==> config.mk <==
export PLATFORM = sky130hd
export DESIGN_NAME = px_skip_cfg_flat
export DESIGN_NICKNAME = d
export VERILOG_FILES = /design/src/rtl/px_skip_cfg_if.sv /design/src/rtl/px_skip_cfg.sv /design/src/flat_wrapper.sv
export SDC_FILE = /design/constraint.sdc
export NUM_CORES = 1
export LEC_CHECK = 0
export CORE_ASPECT_RATIO = 1.75
export CORE_MARGIN = 4
export CORE_UTILIZATION = 45
export DETAILED_ROUTE_END_ITERATION = 10
export GPL_TIMING_DRIVEN = 0
export PLACE_DENSITY = 0.72
export SYNTH_ARGS = -nofsm -noshare
export SYNTH_HDL_FRONTEND = slang
export SYNTH_SLANG_ARGS = --single-unit
==> constraint.sdc <==
create_clock -name clk_i -period 6 [get_ports clk_i]
set_input_delay 1.8 -clock clk_i [delete_from_list [all_inputs] [get_ports clk_i]]
set_output_delay 1.8 -clock clk_i [all_outputs]
set_load 0.01 [all_outputs]
==> src/rtl/px_skip_cfg_if.sv <==
// rtl/px_skip_cfg_if.sv - skip-field bundle driven by px_skip_cfg
interface px_skip_if;
  logic [15:0] px_to_skip;
  logic [15:0] px_skip_interval;
  logic [15:0] add_px_skip_interval;
  logic [15:0] ln_to_skip;
  logic [15:0] ln_skip_interval;
  logic [15:0] add_ln_skip_interval;

  modport master (
    output px_to_skip, px_skip_interval, add_px_skip_interval,
    output ln_to_skip, ln_skip_interval, add_ln_skip_interval
  );

  modport slave (
    input px_to_skip, px_skip_interval, add_px_skip_interval,
    input ln_to_skip, ln_skip_interval, add_ln_skip_interval
  );
endinterface

==> src/rtl/px_skip_cfg.sv <==
// rtl/px_skip_cfg.sv - frame-scaling skip configurator with a shared 16-cycle divider
// Optional macro PX_SKIP_CFG_SOF_SYNC_EN holds results until the next start-of-frame.
module px_skip_cfg (
  input  logic        clk_i,
  input  logic        rst_n_i,
  input  logic        cfg_valid_i,
  input  logic [15:0] in_width_i,
  input  logic [15:0] in_height_i,
  input  logic [15:0] out_width_i,
  input  logic [15:0] out_height_i,
  input  logic        sof_i,
  output logic        busy_o,
  output logic        cfg_err_o,
  px_skip_if.master   skip_if
);

`ifdef PX_SKIP_CFG_SOF_SYNC_EN
  typedef enum logic [2:0] {IDLE, CHECK, PX_DIV, LN_DIV, PENDING} state_t;
`else
  typedef enum logic [2:0] {IDLE, CHECK, PX_DIV, LN_DIV} state_t;
`endif

  state_t state, state_nxt;

  logic [15:0] in_w, in_h, out_w, out_h;
  logic [15:0] s_px, s_ln;
  logic        bad_req;
  logic [3:0]  cnt;
  logic        last;

  // Restoring divider: acc holds the partial remainder, dq shifts the
  // dividend out and the quotient in, dv is the divisor.
  logic [15:0] acc, dq, dv;
  logic [16:0] trial, diff;
  logic        ge;
  logic [15:0] acc_nxt, dq_nxt;
  logic [15:0] q_res, r_res;

  logic [15:0] sh_px_q, sh_px_r;
`ifdef PX_SKIP_CFG_SOF_SYNC_EN
  logic [15:0] sh_ln_q, sh_ln_r;
`else
  logic        unused_sof;
  assign unused_sof = sof_i;
`endif

  assign s_px    = in_w - out_w;
  assign s_ln    = in_h - out_h;
  assign bad_req = (out_w == 16'd0) || (out_h == 16'd0) || (out_w > in_w) || (out_h > in_h);
  assign last    = (cnt == 4'd15);
  assign busy_o  = (state != IDLE);

  assign trial   = {acc, dq[15]};
  assign diff    = trial - {1'b0, dv};
  assign ge      = (trial >= {1'b0, dv});
  assign acc_nxt = ge ? diff[15:0] : trial[15:0];
  assign dq_nxt  = {dq[14:0], ge};
  // A zero divisor still runs the full 16 steps; only the result is forced to 0.
  assign q_res   = (dv == 16'd0) ? 16'd0 : dq_nxt;
  assign r_res   = (dv == 16'd0) ? 16'd0 : acc_nxt;

  always_ff @(posedge clk_i or negedge rst_n_i) begin
    if (!rst_n_i) state <= IDLE;
    else          state <= state_nxt;
  end

  always_comb begin
    state_nxt = state;
    case (state)
      IDLE:    if (cfg_valid_i) state_nxt = CHECK;
      CHECK:   state_nxt = bad_req ? IDLE : PX_DIV;
      PX_DIV:  if (last) state_nxt = LN_DIV;
`ifdef PX_SKIP_CFG_SOF_SYNC_EN
      LN_DIV:  if (last) state_nxt = PENDING;
      PENDING: if (sof_i) state_nxt = IDLE;
`else
      LN_DIV:  if (last) state_nxt = IDLE;
`endif
      default: state_nxt = IDLE;
    endcase
  end

  always_ff @(posedge clk_i or negedge rst_n_i) begin
    if (!rst_n_i) begin
      in_w      <= 16'd0;
      in_h      <= 16'd0;
      out_w     <= 16'd0;
      out_h     <= 16'd0;
      cfg_err_o <= 1'b0;
      cnt       <= 4'd0;
      acc       <= 16'd0;
      dq        <= 16'd0;
      dv        <= 16'd0;
      sh_px_q   <= 16'd0;
      sh_px_r   <= 16'd0;
`ifdef PX_SKIP_CFG_SOF_SYNC_EN
      sh_ln_q   <= 16'd0;
      sh_ln_r   <= 16'd0;
`endif
      skip_if.px_to_skip           <= 16'd0;
      skip_if.px_skip_interval     <= 16'd0;
      skip_if.add_px_skip_interval <= 16'd0;
      skip_if.ln_to_skip           <= 16'd0;
      skip_if.ln_skip_interval     <= 16'd0;
      skip_if.add_ln_skip_interval <= 16'd0;
    end else begin
      case (state)
        IDLE: begin
          if (cfg_valid_i) begin
            in_w      <= in_width_i;
            in_h      <= in_height_i;
            out_w     <= out_width_i;
            out_h     <= out_height_i;
            cfg_err_o <= 1'b0;
          end
        end
        CHECK: begin
          if (bad_req) begin
            cfg_err_o <= 1'b1;
          end else begin
            acc <= 16'd0;
            dq  <= in_w;
            dv  <= s_px;
            cnt <= 4'd0;
          end
        end
        PX_DIV: begin
          cnt <= cnt + 4'd1;
          if (last) begin
            sh_px_q <= q_res;
            sh_px_r <= r_res;
            acc     <= 16'd0;
            dq      <= in_h;
            dv      <= s_ln;
          end else begin
            acc <= acc_nxt;
            dq  <= dq_nxt;
          end
        end
        LN_DIV: begin
          cnt <= cnt + 4'd1;
          acc <= acc_nxt;
          dq  <= dq_nxt;
          if (last) begin
`ifdef PX_SKIP_CFG_SOF_SYNC_EN
            sh_ln_q <= q_res;
            sh_ln_r <= r_res;
`else
            skip_if.px_to_skip           <= s_px;
            skip_if.px_skip_interval     <= sh_px_q;
            skip_if.add_px_skip_interval <= sh_px_r;
            skip_if.ln_to_skip           <= s_ln;
            skip_if.ln_skip_interval     <= q_res;
            skip_if.add_ln_skip_interval <= r_res;
`endif
          end
        end
`ifdef PX_SKIP_CFG_SOF_SYNC_EN
        PENDING: begin
          if (sof_i) begin
            skip_if.px_to_skip           <= s_px;
            skip_if.px_skip_interval     <= sh_px_q;
            skip_if.add_px_skip_interval <= sh_px_r;
            skip_if.ln_to_skip           <= s_ln;
            skip_if.ln_skip_interval     <= sh_ln_q;
            skip_if.add_ln_skip_interval <= sh_ln_r;
          end
        end
`endif
        default: ;
      endcase
    end
  end
endmodule

==> src/flat_wrapper.sv <==
// flat-port wrapper written by rule: the top's interface ports become plain ports
module px_skip_cfg_flat 
  (clk_i, rst_n_i, cfg_valid_i, in_width_i, in_height_i, out_width_i, out_height_i, sof_i, busy_o, cfg_err_o, skip_if_px_to_skip, skip_if_px_skip_interval, skip_if_add_px_skip_interval, skip_if_ln_to_skip, skip_if_ln_skip_interval, skip_if_add_ln_skip_interval);
  px_skip_if skip_if_i ();
  input  logic clk_i;
  input  logic rst_n_i;
  input  logic cfg_valid_i;
  input  logic [15:0] in_width_i;
  input  logic [15:0] in_height_i;
  input  logic [15:0] out_width_i;
  input  logic [15:0] out_height_i;
  input  logic sof_i;
  output logic busy_o;
  output logic cfg_err_o;
  output wire logic [$bits(skip_if_i.px_to_skip)-1:0] skip_if_px_to_skip;
  output wire logic [$bits(skip_if_i.px_skip_interval)-1:0] skip_if_px_skip_interval;
  output wire logic [$bits(skip_if_i.add_px_skip_interval)-1:0] skip_if_add_px_skip_interval;
  output wire logic [$bits(skip_if_i.ln_to_skip)-1:0] skip_if_ln_to_skip;
  output wire logic [$bits(skip_if_i.ln_skip_interval)-1:0] skip_if_ln_skip_interval;
  output wire logic [$bits(skip_if_i.add_ln_skip_interval)-1:0] skip_if_add_ln_skip_interval;
  assign skip_if_px_to_skip = skip_if_i.px_to_skip;
  assign skip_if_px_skip_interval = skip_if_i.px_skip_interval;
  assign skip_if_add_px_skip_interval = skip_if_i.add_px_skip_interval;
  assign skip_if_ln_to_skip = skip_if_i.ln_to_skip;
  assign skip_if_ln_skip_interval = skip_if_i.ln_skip_interval;
  assign skip_if_add_ln_skip_interval = skip_if_i.add_ln_skip_interval;
  px_skip_cfg u_core (.clk_i(clk_i), .rst_n_i(rst_n_i), .cfg_valid_i(cfg_valid_i), .in_width_i(in_width_i), .in_height_i(in_height_i), .out_width_i(out_width_i), .out_height_i(out_height_i), .sof_i(sof_i), .busy_o(busy_o), .cfg_err_o(cfg_err_o), .skip_if(skip_if_i));
endmodule
==> flow_metrics.env, run 1 <==
export IMPL_numCtsBuffers=23
export IMPL_drc=0
export IMPL_power_density_nw_per_um2=521
export IMPL_critPathKind="flop to primary output"
export IMPL_grt_met3_usage_pct=2.51
export IMPL_nFillCells=2378
export IMPL_crit_path_start_kind="flop"
export IMPL_area_growth_synth_to_final_pct=23.6
export IMPL_fin_crit_sh_pct=66.4
export IMPL_fin_setup_tns_ps=0
export IMPL_layout_commonest_cell="dfrtp_1"
export IMPL_cts_sinks=247
export IMPL_core_um2=27300
export IMPL_cpMaxStageDelayCell="clkdlybuf4s50_1"
export IMPL_yosysSeqAreaShare_pct=49.4
export IMPL_num_vias=9839
export IMPL_h_tree_depth=1
export IMPL_die_x_um=134
export IMPL_antenna_found_initial=0
export IMPL_vias_per_cell=5.48
export IMPL_postCtsResizedCells=0
export IMPL_portBuffers=164
export IMPL_vdd_drop_max_mv=0.359
export IMPL_ant_nets=0
export IMPL_slew_violations=0
export IMPL_post_cts_buffers=0
export IMPL_dr_pass1_iters=5
export IMPL_synthArstFlopShare_pct=100
export IMPL_hold_ws_ps=474
export IMPL_min_path_cells=2
export IMPL_path_common_cell="inv_1"
export IMPL_ys_ff_latch=247
export IMPL_grt_pass1_vias=10300
export IMPL_rrSetupSlack_ps=2320
export IMPL_fin_skew_ps=17.9
export IMPL_io_pins=166
export IMPL_hold_viol=0
export IMPL_netlist_instances=1222
export IMPL_ys_types=67
export IMPL_finalWirelength_mm=35.6
export IMPL_fin_crit_ps=3980
export IMPL_worstPathMaxFanout=5
export IMPL_yosysTopAreaCell="dfrtp_1"
export IMPL_synth_edf_count=0
export IMPL_start_util_pct=45.8
export IMPL_hold_class="flop to flop"
export IMPL_drv_cap=0
export IMPL_layout_common_cells="247 x dfrtp_1, 163 x nand2_1, 163 x clkdlybuf4s50_1, 118 x o21ai_0, 116 x mux2_2"
export IMPL_yosysTopAreaCellShare_pct=49.4
export IMPL_syn_avg_cell_area_um2=10.2
export IMPL_clockRootBuffer="clkbuf_16"
export IMPL_crit_path_cell_trace="inv_1 -> ha_1 -> inv_1 -> clkdlybuf4s50_1"
export IMPL_syn_nets=1347
export IMPL_drive_gt1_share_pct=12.3
export IMPL_dp_cells=1757
export IMPL_p_total_uw=8060
export IMPL_min_to="u_core.sh_px_q[0]"
export IMPL_die_area_um2=30600
export IMPL_cts_buffer_depth=3
export IMPL_synth_area_top_cells="dfrtp_1 49%, mux2_2 10%, ha_1 5.4%, nand2_1 4.9%, o21ai_0 4.7%"
export IMPL_rows=80
export IMPL_dr_first_iter_drc_count=521
export IMPL_grt_pass1_wl_mm=56.6
export IMPL_max_freq_mhz=251
export IMPL_routedWlPerCell_um=19.8
export IMPL_pre_cts_slack_ps=1880
export IMPL_slowest_delay_ps=590
export IMPL_overflow=0
export IMPL_met1_usage_pct=26.5
export IMPL_top_usage_layer="met2"
export IMPL_slew_headroom_pct=43.7
export IMPL_rr_startpoint="u_core.in_w[0]"
export IMPL_crit_required_ps=4200
export IMPL_reg2reg_depth=13
export IMPL_tightestPinTransition_ps=823
export IMPL_met2_usage_pct=43.9
export IMPL_diodes=0
export IMPL_clk_latency_ps=530
export IMPL_setup_ws_ps=2020
export IMPL_status="completed"
export IMPL_setup_violations=0
export IMPL_r2r_end="u_core.dq[6]"
export IMPL_stdcell_count=1797
export IMPL_dp_hpwl_mm=28.4
export IMPL_crit_arrival_ps=2180
export IMPL_synth_flop_cell="dfrtp_1"
export IMPL_ys_warn_count=0
export IMPL_grt_max_degree=126
export IMPL_path_clk_slew_ps=70
export IMPL_rsz0062_at_grt="false"
export IMPL_die_h_um=229
export IMPL_place_congestion=0.946
export IMPL_hold_path_startpoint="u_core.sh_px_q[0]"
export IMPL_netlist_area_um2=12500
export IMPL_endpoint_kind="primary output"
export IMPL_grt_use_total_pct=23.5
export IMPL_leakagePower_uw=0.00709
export IMPL_final_net_count=1538
export IMPL_cts_tree="yes"
export IMPL_postCtsHoldBufs=0
-- cells in the mapped netlist, drive strengths merged, types with 8 or more instances --
master / n
and2: 12
clkbuf: 48
o31ai: 14
a21o: 10
nand2: 163
buf: 11
a221oi: 15
nand2b: 19
nor2: 66
inv: 66
dfrtp: 247
and3: 8
o21ai: 119
a21oi: 63
or2: 13
xor2: 15
mux2: 117
ha: 54
xnor2: 18
o21a: 9
mux2i: 21
nand3: 8
nor4: 13
a31oi: 9
-- kinds of logic after synthesis --
logic type | count (synthesis) | share of synthesized area (%)
AOI/OAI and AO/OA | 291 | 14.4
buffers and inverters | 125 | 3.81
adders and majority gates | 57 | 5.88
and+or+nand+nor | 331 | 12.0
muxes | 138 | 12.2
DFF | 247 | 49.4
xor gates and xnor gates | 33 | 2.31
-- worst max-delay path by stage --
stage / from / end / cells past startpoint
finish: u_core.state[0] / busy_o / 4
global route: u_core.state[1] / busy_o / 4
CTS: u_core.state[0] / busy_o / 4
detailed placement: cfg_valid_i / u_core.in_h[0] / 5
global placement: rst_n_i / u_core.skip_if.px_skip_interval[9] / 1
floorplan: cfg_valid_i / u_core.in_h[0] / 4
-- worst max-delay path: cells and delay by family, from the launching register on --
| kind | cells | cell delay, ps |
|---|---|---|
| buffers and inverters | 3 | 930 |
| adders and majority gates | 1 | 280 |
| DFF | 1 | 440 |
-- power by group --
part | switching, µW | leakage [µW] | internal, µW
Sequential | 404 | 0.00322 | 2040
Combinational | 2450 | 0.00349 | 1610
Clock | 637 | 0.000384 | 923
Total | 3490 | 0.00709 | 4570
-- metal layers --
layer / part of all wire, % / up-vias
met3: 4.4 / 80
li1: - / 4685
met5: 0 / -
met1: 37 / 4791
met4: 5.0 / 0
met2: 54 / 283
-- stage by stage --
step	cell area (µm²)	utilization, %
after global placement	14600	53.5
after detailed placement	14700	53.7
after CTS	15500	56.6
after global routing	15500	56.6
after floorplan	12500	-
final	15500	56.6
-- area by class of cell --
cell class	count	area, µm²	area share (%)
clock inverters	14	209	1.35
flip-flops and latches	247	6180	39.9
clock buffers	26	587	3.79
repair buffers	166	1700	11.0
plain buffers	59	229	1.48
multi-input cells	850	5860	37.8
inverters	66	248	1.60
well taps	369	462	2.98
Note: power is estimated with default switching activity, not from simulation.
==> run 2, diff against run 1 <==
clock period = 3.9 ns   (was 6 ns; I/O delays follow)
==> run 2 against run 1 <==
Clock power grew 54%. First-iteration DRC count shrank 0.58%. Sequential power grew 54%. Routed wire length grew 0.30%. Critical path depth grew 8. Critical path type is now flop to flop. Largest cell class unchanged.
==> flow_metrics.env, run 2 (synthesized netlist as in run 1, its figures left out) <==
export IMPL_status="completed"
export IMPL_grt_pass1_vias=10300
export IMPL_crit_arrival_ps=3980
export IMPL_pre_cts_slack_ps=256
export IMPL_m1WireLength_mm=13.2
export IMPL_internal_power_uw=7040
export IMPL_die_x_um=134
export IMPL_vdd_drop_max_mv=0.552
export IMPL_post_cts_buffers=0
export IMPL_grt_max_degree=126
export IMPL_io_pins=166
export IMPL_fin_crit_ps=3570
export IMPL_postCtsResizedCells=0
export IMPL_met2_length_mm=19.1
export IMPL_die_area_um2=30600
export IMPL_hold_viol=0
export IMPL_rsz0062_at_grt="false"
export IMPL_portBuffers=164
export IMPL_postCtsHoldBufs=0
export IMPL_path_clk_slew_ps=70
export IMPL_highest_layer="met4"
export IMPL_grt_use_total_pct=23.5
export IMPL_die_h_um=229
export IMPL_finalWirelength_mm=35.7
export IMPL_fin_skew_ps=13.7
export IMPL_dr_first_iter_drc_count=518
export IMPL_wl_met3_mm=1.55
export IMPL_rrSetupSlack_ps=330
export IMPL_start_util_pct=45.8
export IMPL_area_growth_synth_to_final_pct=23.7
export IMPL_nFillCells=2379
export IMPL_critPathKind="flop to flop"
export IMPL_vias_per_cell=5.49
export IMPL_h_tree_depth=1
export IMPL_power_density_nw_per_um2=803
export IMPL_cp_num_buf_inv=3
export IMPL_comb_power_share_pct=50.4
export IMPL_multi_input_area_um2=5860
export IMPL_final_area_um2=15500
export IMPL_num_vias=9865
export IMPL_power_switching_uw=5380
export IMPL_slew_headroom_pct=43.7
export IMPL_grt_pass1_wl_mm=56.6
export IMPL_fin_crit_sh_pct=91.5
export IMPL_clk_latency_ps=530
export IMPL_dp_hpwl_mm=28.4
export IMPL_layout_common_cells="247 x dfrtp_1, 163 x nand2_1, 163 x clkdlybuf4s50_1, 118 x o21ai_0, 116 x mux2_2"
export IMPL_cpMaxStageDelayCell="dfrtp_1"
export IMPL_overflow=0
export IMPL_crit_required_ps=4310
export IMPL_place_area_um2=14700
export IMPL_drc=0
export IMPL_regArea_um2=6180
export IMPL_cp_top_family="compound AO/OA/AOI/OAI gates"
export IMPL_power_clock_fraction_pct=19.4
export IMPL_crit_path_cell_trace="inv_1 -> ha_1 -> fa_1 -> nand2b_1 -> a21o_1 -> a31oi_1 -> a211o_1 -> a311o_1 -> and3_1 -> clkbuf_1 -> buf_2 -> mux2_2"
export IMPL_drv_cap=0
export IMPL_reg2reg_depth=12
export IMPL_antenna_found_initial=0
export IMPL_netSwitchingFraction_pct=43.3
export IMPL_crit_path_start_kind="flop"
export IMPL_cts_buffer_depth=3
export IMPL_postLayoutCoreUtil_pct=56.6
export IMPL_leakagePower_uw=0.00710
export IMPL_setup_violations=0
export IMPL_rows=80
export IMPL_endpoint_kind="flop"
export IMPL_rr_startpoint="u_core.in_w[0]"
export IMPL_max_freq_mhz=280
export IMPL_core_um2=27300
export IMPL_layout_commonest_cell="dfrtp_1"
export IMPL_place_congestion=0.946
export IMPL_final_net_count=1538
export IMPL_pwr_share_seq_pct=30.3
export IMPL_routedWlPerCell_um=19.9
export IMPL_tightestPinTransition_ps=823
export IMPL_diodes=0
export IMPL_p_total_uw=12400
export IMPL_clockRootBuffer="clkbuf_16"
export IMPL_cts_sinks=247
export IMPL_hold_class="primary input to asynchronous set/reset pin"
export IMPL_cts_tree="yes"
export IMPL_ant_nets=0
export IMPL_numCtsBuffers=23
export IMPL_r2r_end="u_core.acc[7]"
export IMPL_setup_ws_ps=332
export IMPL_drive_gt1_share_pct=12.3
export IMPL_slew_violations=0
export IMPL_slowest_delay_ps=420
export IMPL_worstPathMaxFanout=10
export IMPL_dr_pass1_iters=5
-- run 2: changes by cell type in the layout (fill, tap and decap cells not counted) --
cell,before,now
buf_1,7,6
clkbuf_2,0,1
-- run 2: worst reg2reg max path, cell delays in order (launching register included) --
cell and delay, ps:
dfrtp_1 420, inv_1 90, ha_1 240, fa_1 410, nand2b_1 190, a21o_1 180
a31oi_1 390, a211o_1 240, a311o_1 250, and3_1 180, clkbuf_1 180, buf_2 320
mux2_2 380
-- run 2: worst max-delay path by stage --
stage | start | endpoint | slack [ps] | cells after the start
final | u_core.in_w[0] | u_core.acc[7] | 330 | 12
after global routing | u_core.in_w[0] | u_core.acc[12] | 70 | 13
after CTS | u_core.in_w[0] | u_core.dq[6] | 230 | 13
after detailed placement | u_core.in_w[0] | u_core.dq[6] | 260 | 13
after global placement | rst_n_i | u_core.skip_if.px_skip_interval[9] | -8590 | 1
after floorplan | u_core.out_w[0] | u_core.acc[0] | 950 | 11
-- run 2: metal layers --
metal / vias to the layer above / track usage [%]
met5: - / 0
met1: 4811 / 26.5
met3: 84 / 2.51
met4: 0 / 11.1
met2: 286 / 43.9
li1: 4684 / -
-- run 2: cell type report --
type                            count  area share [%]
Timing Repair Buffer              166            11.0
Buffer                             59            1.49
Multi-Input combinational cell    850            37.8
Inverter                           66            1.60
Clock inverter                     14            1.35
Clock buffer                       26            3.79
Sequential cell                   247            39.9
Tap cell                          369            2.98
-- run 2: power by group through the flow --
| stage | clock, µW | sequential [µW] | combinational [µW] |
|---|---|---|---|
| after floorplan | 0 | 3500 | 4350 |
| final | 2410 | 3760 | 6250 |
| after global placement | 0 | 3780 | 6070 |
| after detailed placement | 0 | 3800 | 6170 |
| after CTS | 2450 | 3750 | 6210 |
| after global routing | 2550 | 3830 | 6830 |
-- run 2: metrics by stage --
stage | hold WS, ps | TNS [ps] | std cells
floorplan | 445 | 0 | 1222
global placement | 459 | -2111590 | 1755
detailed placement | 463 | 0 | 1757
CTS | 386 | 0 | 1797
global route | 384 | 0 | 1797
finish | 403 | 0 | 1797
